[config.mk]
export PLATFORM = sky130hd
export DESIGN_NAME = tt_um_bitcoin_core
export DESIGN_NICKNAME = d
export VERILOG_FILES = /design/src/rtl/tt_um_bitcoin_core.sv
export SDC_FILE = /design/constraint.sdc
export NUM_CORES = 2
export LEC_CHECK = 0
export BUFFER_PORTS_ARGS = -buffer_cell sky130_fd_sc_hd__buf_2
export CAP_MARGIN = 20
export CORE_ASPECT_RATIO = 1.5
export CORE_MARGIN = 2
export CORE_UTILIZATION = 50
export DETAILED_ROUTE_END_ITERATION = 16
export PLACE_DENSITY_LB_ADDON = 0.15
export SYNTH_ARGS = -nofsm -noshare
export SYNTH_HDL_FRONTEND = slang
export SYNTH_SLANG_ARGS = --single-unit
[constraint.sdc]
create_clock -name clk -period 16.3 [get_ports clk]
set_input_delay 3.26 -clock clk [delete_from_list [all_inputs] [get_ports clk]]
set_output_delay 3.26 -clock clk [all_outputs]
set_load 0.05 [all_outputs]
[src/rtl/tt_um_bitcoin_core.sv]
// Double SHA-256 of an 80-byte block header fetched byte-by-byte over a rq/rdy handshake.
// One shared iterative compression core runs the three blocks; the digest is streamed out the same way.
module tt_um_bitcoin_core (
    input  logic       clk,
    input  logic       rst_n,
    input  logic       ena,
    input  logic [7:0] ui_in,
    output logic [7:0] uo_out,
    input  logic [7:0] uio_in,
    output logic [7:0] uio_out,
    output logic [7:0] uio_oe
);

    typedef enum logic [1:0] {S_IDLE, S_FETCH, S_HASH, S_OUT} state_t;
    typedef enum logic [1:0] {BLK_A, BLK_B, BLK_C} blk_t;

    localparam logic [31:0] K [64] = '{
        32'h428a2f98, 32'h71374491, 32'hb5c0fbcf, 32'he9b5dba5, 32'h3956c25b, 32'h59f111f1, 32'h923f82a4, 32'hab1c5ed5,
        32'hd807aa98, 32'h12835b01, 32'h243185be, 32'h550c7dc3, 32'h72be5d74, 32'h80deb1fe, 32'h9bdc06a7, 32'hc19bf174,
        32'he49b69c1, 32'hefbe4786, 32'h0fc19dc6, 32'h240ca1cc, 32'h2de92c6f, 32'h4a7484aa, 32'h5cb0a9dc, 32'h76f988da,
        32'h983e5152, 32'ha831c66d, 32'hb00327c8, 32'hbf597fc7, 32'hc6e00bf3, 32'hd5a79147, 32'h06ca6351, 32'h14292967,
        32'h27b70a85, 32'h2e1b2138, 32'h4d2c6dfc, 32'h53380d13, 32'h650a7354, 32'h766a0abb, 32'h81c2c92e, 32'h92722c85,
        32'ha2bfe8a1, 32'ha81a664b, 32'hc24b8b70, 32'hc76c51a3, 32'hd192e819, 32'hd6990624, 32'hf40e3585, 32'h106aa070,
        32'h19a4c116, 32'h1e376c08, 32'h2748774c, 32'h34b0bcb5, 32'h391c0cb3, 32'h4ed8aa4a, 32'h5b9cca4f, 32'h682e6ff3,
        32'h748f82ee, 32'h78a5636f, 32'h84c87814, 32'h8cc70208, 32'h90befffa, 32'ha4506ceb, 32'hbef9a3f7, 32'hc67178f2
    };

    localparam logic [31:0] IV [8] = '{
        32'h6a09e667, 32'hbb67ae85, 32'h3c6ef372, 32'ha54ff53a,
        32'h510e527f, 32'h9b05688c, 32'h1f83d9ab, 32'h5be0cd19
    };

    function automatic logic [31:0] big_s0(input logic [31:0] x);
        return {x[1:0], x[31:2]} ^ {x[12:0], x[31:13]} ^ {x[21:0], x[31:22]};
    endfunction

    function automatic logic [31:0] big_s1(input logic [31:0] x);
        return {x[5:0], x[31:6]} ^ {x[10:0], x[31:11]} ^ {x[24:0], x[31:25]};
    endfunction

    function automatic logic [31:0] sml_s0(input logic [31:0] x);
        return {x[6:0], x[31:7]} ^ {x[17:0], x[31:18]} ^ (x >> 3);
    endfunction

    function automatic logic [31:0] sml_s1(input logic [31:0] x);
        return {x[16:0], x[31:17]} ^ {x[18:0], x[31:19]} ^ (x >> 10);
    endfunction

    function automatic logic [31:0] ch(input logic [31:0] e, input logic [31:0] f, input logic [31:0] g);
        return (e & f) ^ (~e & g);
    endfunction

    function automatic logic [31:0] maj(input logic [31:0] a, input logic [31:0] b, input logic [31:0] c);
        return (a & b) ^ (a & c) ^ (b & c);
    endfunction

    state_t      state_q, state_d;
    blk_t        blk_q, blk_d;
    logic [6:0]  addr_q, addr_d;
    logic [6:0]  rnd_q, rnd_d;
    logic        rq_q, rq_d;
    logic        done_q, done_d;
    logic [7:0]  uo_q, uo_d;

    logic [31:0] w_q [16];
    logic [31:0] w_d [16];
    logic [31:0] wk_q [8];
    logic [31:0] wk_d [8];
    logic [31:0] hv_q [8];
    logic [31:0] hv_d [8];

    logic        start, rdy;
    logic [31:0] t1, t2, w_new;
    logic [31:0] sum [8];
    logic [4:0]  out_nxt;
    logic [7:0]  out_byte;
    logic        unused_ok;

    assign start     = uio_in[0];
    assign rdy       = uio_in[1];
    assign unused_ok = &{1'b0, ena, uio_in[7:2]};

    assign uo_out  = uo_q;
    assign uio_out = {4'b0000, done_q, rq_q, 2'b00};
    assign uio_oe  = 8'b0000_1100;

    assign t1 = wk_q[7] + big_s1(wk_q[4]) + ch(wk_q[4], wk_q[5], wk_q[6]) + K[rnd_q[5:0]] + w_q[0];
    assign t2 = big_s0(wk_q[0]) + maj(wk_q[0], wk_q[1], wk_q[2]);
    // w_q[0..15] always holds W[t..t+15]; this is W[t+16]
    assign w_new = sml_s1(w_q[14]) + w_q[9] + sml_s0(w_q[1]) + w_q[0];

    assign out_nxt  = addr_q[4:0] + 5'd1;
    assign out_byte = hv_q[out_nxt[4:2]][{~out_nxt[1:0], 3'b000} +: 8];

    always_comb begin
        for (int i = 0; i < 8; i++) begin
            sum[i] = hv_q[i] + wk_q[i];
        end
    end

    always_comb begin
        state_d = state_q;
        blk_d   = blk_q;
        addr_d  = addr_q;
        rnd_d   = rnd_q;
        rq_d    = rq_q;
        done_d  = done_q;
        uo_d    = uo_q;
        w_d     = w_q;
        wk_d    = wk_q;
        hv_d    = hv_q;

        case (state_q)
            S_IDLE: begin
                if (start) begin
                    state_d = S_FETCH;
                    blk_d   = BLK_A;
                    addr_d  = 7'd0;
                    uo_d    = 8'd0;
                    rq_d    = 1'b0;
                    hv_d    = IV;
                end
            end

            S_FETCH: begin
                if (!rq_q) begin
                    rq_d = 1'b1;
                end else if (rdy) begin
                    rq_d = 1'b0;
                    w_d[addr_q[5:2]][{~addr_q[1:0], 3'b000} +: 8] = ui_in;
                    addr_d = addr_q + 7'd1;
                    if (addr_q == 7'd63 || addr_q == 7'd79) begin
                        state_d = S_HASH;
                        rnd_d   = 7'd0;
                        wk_d    = hv_q;
                    end else begin
                        uo_d = {1'b0, addr_q + 7'd1};
                    end
                end
            end

            S_HASH: begin
                if (!rnd_q[6]) begin
                    wk_d = '{t1 + t2, wk_q[0], wk_q[1], wk_q[2], wk_q[3] + t1, wk_q[4], wk_q[5], wk_q[6]};
                    for (int i = 0; i < 15; i++) begin
                        w_d[i] = w_q[i + 1];
                    end
                    w_d[15] = w_new;
                    rnd_d   = rnd_q + 7'd1;
                end else begin
                    hv_d  = sum;
                    rnd_d = 7'd0;
                    case (blk_q)
                        BLK_A: begin
                            // Pre-pad the second block; only words 0..3 come from the host
                            state_d = S_FETCH;
                            blk_d   = BLK_B;
                            rq_d    = 1'b0;
                            uo_d    = {1'b0, addr_q};
                            w_d[4]  = 32'h8000_0000;
                            for (int i = 5; i < 15; i++) begin
                                w_d[i] = 32'd0;
                            end
                            w_d[15] = 32'd640;
                        end
                        BLK_B: begin
                            // Second pass hashes the 32-byte first digest from a fresh IV
                            blk_d = BLK_C;
                            for (int i = 0; i < 8; i++) begin
                                w_d[i] = sum[i];
                            end
                            w_d[8] = 32'h8000_0000;
                            for (int i = 9; i < 15; i++) begin
                                w_d[i] = 32'd0;
                            end
                            w_d[15] = 32'd256;
                            hv_d    = IV;
                            wk_d    = IV;
                        end
                        default: begin
                            state_d = S_OUT;
                            addr_d  = 7'd0;
                            done_d  = 1'b1;
                            rq_d    = 1'b0;
                            uo_d    = sum[0][31:24];
                        end
                    endcase
                end
            end

            S_OUT: begin
                if (!rq_q) begin
                    rq_d = 1'b1;
                end else if (rdy) begin
                    rq_d = 1'b0;
                    if (addr_q == 7'd31) begin
                        state_d = S_IDLE;
                        done_d  = 1'b0;
                        addr_d  = 7'd0;
                        uo_d    = 8'd0;
                    end else begin
                        addr_d = addr_q + 7'd1;
                        uo_d   = out_byte;
                    end
                end
            end

            default: state_d = S_IDLE;
        endcase
    end

    always_ff @(posedge clk or negedge rst_n) begin
        if (!rst_n) begin
            state_q <= S_IDLE;
            blk_q   <= BLK_A;
            addr_q  <= 7'd0;
            rnd_q   <= 7'd0;
            rq_q    <= 1'b0;
            done_q  <= 1'b0;
            uo_q    <= 8'd0;
        end else begin
            state_q <= state_d;
            blk_q   <= blk_d;
            addr_q  <= addr_d;
            rnd_q   <= rnd_d;
            rq_q    <= rq_d;
            done_q  <= done_d;
            uo_q    <= uo_d;
        end
    end

    // Datapath storage carries no reset; control decides when it is meaningful
    always_ff @(posedge clk) begin
        w_q  <= w_d;
        wk_q <= wk_d;
        hv_q <= hv_d;
    end

endmodule

# == Word-level counts from Yosys, hierarchy flattened ==
# Memories as Yosys holds them, arrays and structs flattened.
# Cells that the tools add are included.
# Widths: inputs -> output; s select.
# op_classes
addsub,22
order_cmp,4
n_eq_ne,21
n_shift,3
n_mux,74
bitwise_logic,22
n_reduce_logical,20
# op_table
cell,count
$mux 256,8
$mux 512,3
$pmux 256 s2,2
$pmux 512 s2,1
$pmux 384 s2,1
$add 32x32->32,18
$bwmux 512,1
$xor 32x32->32,9
$and 32x32->32,5
$mux 32,5
$demux 32 s4,1
$mux 128,1
$bmux 32 s3,1
$mux 7,12
$mux 8,8
$not 32->32,1
$pmux 8 s4,1
$shift 8x7->32 const A,1
$shiftx 32x6->8,1
$shiftx 8x7->32,1
$xor 32x22->32,1
$xor 32x29->32,1
$pmux 7 s4,1
$ne 2x2->1 const B,11
39 further kinds,71
# totals
ff_bits,1052
romBits,2048
in_bits,19
output_inout_bits,24
mem_count,1
# memory_table
name,words,width,rd,rd_ports_with_merged_regs,wr,line_no,source
(name not given),64,32,1,0,0,87,"assign t1 = wk_q[7] + big_s1(wk_q[4]) + ch(wk_q[4], wk_q[5], wk_q[6]) + K[rnd_q[5:0]] + w_q[0];"

# == Logic depth before layout (Yosys ltp) ==
# logic_depth
word_depth,10
ltp_mapped,35
depth_no_buf,33

# == Worst setup path before layout ==
# No wires, ideal clock.
# synth_timing
kind,input port to flip-flop
from,input port uio_in[1]
to,register wk_q[0] (netlist bit) (enable)
setup_ps,959
arrival_ps,16123
required_time_ps,15341
path_slack_ps,-782
cell_stages,4
path_cell_list,nand3_1 > mux2_2 > clkbuf_1 > a21oi_1
# synth_between
elab_chain_len,2
# synth_lines
item,line_no,source
"start, declared",9,"input logic [7:0] uio_in,"
$ne 2x2->1 (no line),n/a,
$reduce_and 5->1 (no line),n/a,
"end signal, assigned",235,wk_q <= wk_d;
"end, declared",67,logic [31:0] wk_q [8];
# No other way between the ends.
# A chain may end at the register's enable or synchronous reset.

==> flow_summary.toml <==
[critical_path]
start_kind = "flop"
cp_slowest_cell = "o21ai_0"
critPathRequiredTime_ps = 16830
timing.critical_path.mode_cell = "inv_1"
slowest_delay_ps = 750
critPathBufInv = 5
crit_family = "compound AO/OA/AOI/OAI gates"
cp_max_fo = 9
path_class = "reg -> reg"
worst-endpoint-arrival_ps = 10310
end_kind = "flop"

[die]
io_pins = 43
std_cell_rows = 173
dieHeight_um = 477
start_util_pct = 50.4
dieArea_mm2 = 0.153
core_mm2 = 0.148
chipWidth_um = 320

[global_routing]
gr-total-overflow = 0
grt_busiest_layer = "met2"
grt_pass1_wl_um = 442000
grtUsageTotal_pct = 40.9
grt_util_met3_pct = 7.69
grt_antenna_before_repair = 20
grt_use_met1_pct = 46.9
grt_max_degree = 144
met2_usage_pct = 65.0
grt_pass1_vias = 61125

[clock_tree]
clock_latency_ps = 810
clkTransAtPathRegs_ps = 70
holdBufCountCts = 0
htreeDepth = 3
cts-buffers-inserted = 111
cts_tree = "done"
cts-resized-gates = 0
post_cts_buffers = 0
cts_root_buffer = "clkbuf_16"
clk_path_buf_depth = 3
clock_sinks = 1052

[cells_and_area]
layout-drive-gt1-share_pct = 7.12
syn2layout_area_growth_pct = 7.96
layout.nets = 7842
utilization_pct = 54.4

[drt]
drc = 0
ant_nets = 0
drt-initial-drc-count = 7522
via_count = 62644
wl_per_cell_um = 34.3
wirelength_um = 317000
vias_per_cell = 6.77
drtPass1Iterations = 6

[sta]
holdWs_ps = 492
clock_skew_ps = 58.9
slew_violations = 0
fmax_mhz = 102
slew_headroom_pct = 16.6
period_needed_ps = 9780
tns_ps = 0
rsz0062_at_grt = "false"
setup_viol = 0
finalHoldViolCount = 0
tightest_slew_ps = 1240
period_share_pct = 60.0

[placement]
io_buffer_count = 21
place_congestion = 1.01
dpl.hpwl_um = 243000

[synth]
synth_area_mm2 = 0.0747
postSynthCellCount = 7348
synthDistinctLibCells = 83
synthArstFlopShare_pct = 2.66
synth_seq_cells = 1052
ys.flop_type = "edfxtp_1"
yosysTopAreaCell = "edfxtp_1"
syn_area_per_cell_um2 = 10.2
yosysSeqAreaShare_pct = 42.1
synth-edff-count = 1024
yosysWarnings = 0
yosysTopAreaCellShare_pct = 41.2
yosys-top-cells-area = "edfxtp_1, ha_1, fa_1"

[status]
status = "finished clean"

[job]
maxCapViolCount = 0

[min_path]
worstHoldPathType = "reg -> reg"
[path summary, 6_finish.rpt]
| path | startpoint | end | slack (ps) | cells after the start |
|---|---|---|---|---|
| worst max register to register | rnd_q[0] | wk_q[248] | 6520 | 32 |
| max in group asynchronous | rst_n | rnd_q[6] | 13120 | 1 |
| min in group asynchronous | rst_n | rnd_q[0] | 2550 | 1 |
| worst min-delay path | uo_out[1] | uo_out[1] | 490 | 2 |
| worst max-delay path | rnd_q[0] | wk_q[248] | 6520 | 32 |
| worst min register to register | uo_out[1] | uo_out[1] | 490 | 2 |
[Yosys cell counts (59+ instances only)]
cell / n
xor2_1: 260
mux2i_1: 75
nor3_1: 96
a22o_1: 115
nand2b_1: 75
o21ai_0: 489
o221ai_1: 182
clkbuf_1: 350
a31oi_1: 59
nor2_1: 432
nand3_1: 93
mux4_2: 85
o21a_1: 61
a21oi_1: 458
nand2_1: 844
o22ai_1: 116
ha_1: 402
edfxtp_1: 1024
a21o_1: 199
inv_1: 507
xnor2_1: 328
fa_1: 195
o22a_1: 105
[logic make-up (layout without fill, tap and decap cells)]
kind of cell	count (synthesis)	in the layout	share of synthesized area [%]
AO/OA/AOI/OAI	2176	2176	19.4
AND/OR/NAND/NOR	1802	1802	10.6
flip-flops	1052	1052	42.1
buffers and inverters	929	888	4.79
adder cells (fa/ha/maj)	600	600	12.0
XOR/XNOR	589	589	6.92
multiplexers	198	198	4.14
other	2	22	0.0101
[sequential cells by signal (all words and copies together), names as in the netlist]
register and cells:
rnd_q 7, hv_q 256, rq_q 1, w_q 512, uo_out 8, blk_q 2, state_q 2, done_q 1
wk_q 256, addr_q 7
[layout by cell type (no fill, tap or decap), drive strengths merged, types with 43 or more instances in the layout]
cell type,synthesis,layout
a21o,199,199
o221ai,182,182
fa,195,195
nand3,93,93
and3,48,48
nand2b,75,75
edfxtp,1024,1024
nor2,432,432
nor3,96,96
xnor2,329,329
o22ai,116,116
mux4,85,85
a211oi,55,55
a22o,115,115
inv,509,517
clkbuf,350,139
a31oi,59,59
buf,70,170
o22a,105,105
xor2,260,260
o21a,61,61
ha,402,402
nor2b,51,51
o21bai,49,49
clkinv,0,43
o21ai,495,495
nand2,844,844
a21oi,458,458
mux2i,75,75
[stage by stage]
stage	worst slack (ps)	area (um^2)	cells
after floorplan	5010	74800	7360
after global placement	6790	76900	9027
after detailed placement	6800	76900	9032
after CTS	6760	80600	9238
after global routing	6400	80600	9245
final	6520	80600	9252
[metal layers]
metal / wire (um) / up-vias
met4: 34400 / 16
met1: 109000 / 31065
met2: 144000 / 3766
li1: - / 26811
met5: 122 / -
met3: 29300 / 986
[final cells by class]
| type | instances | area, um^2 |
|---|---|---|
| Fill cell | 13181 | 67600 |
| Multi-Input combinational cell | 5379 | 39900 |
| Tap cell | 1925 | 2410 |
| Inverter | 509 | 1920 |
| Timing Repair Buffer | 173 | 1290 |
| Clock inverter | 70 | 736 |
| Clock buffer | 136 | 2890 |
| Antenna cell | 8 | 20.0 |
| Sequential cell | 1052 | 31500 |
[worst min-delay path: stages (launching register included)]
cell and delay (ps):
dfrtp_1 350, nand2_1 50, o31ai_1 60
Power is left out: the tool's default activity adds up to more than one toggle a clock period on the data nets, which glitch-free logic cannot reach.
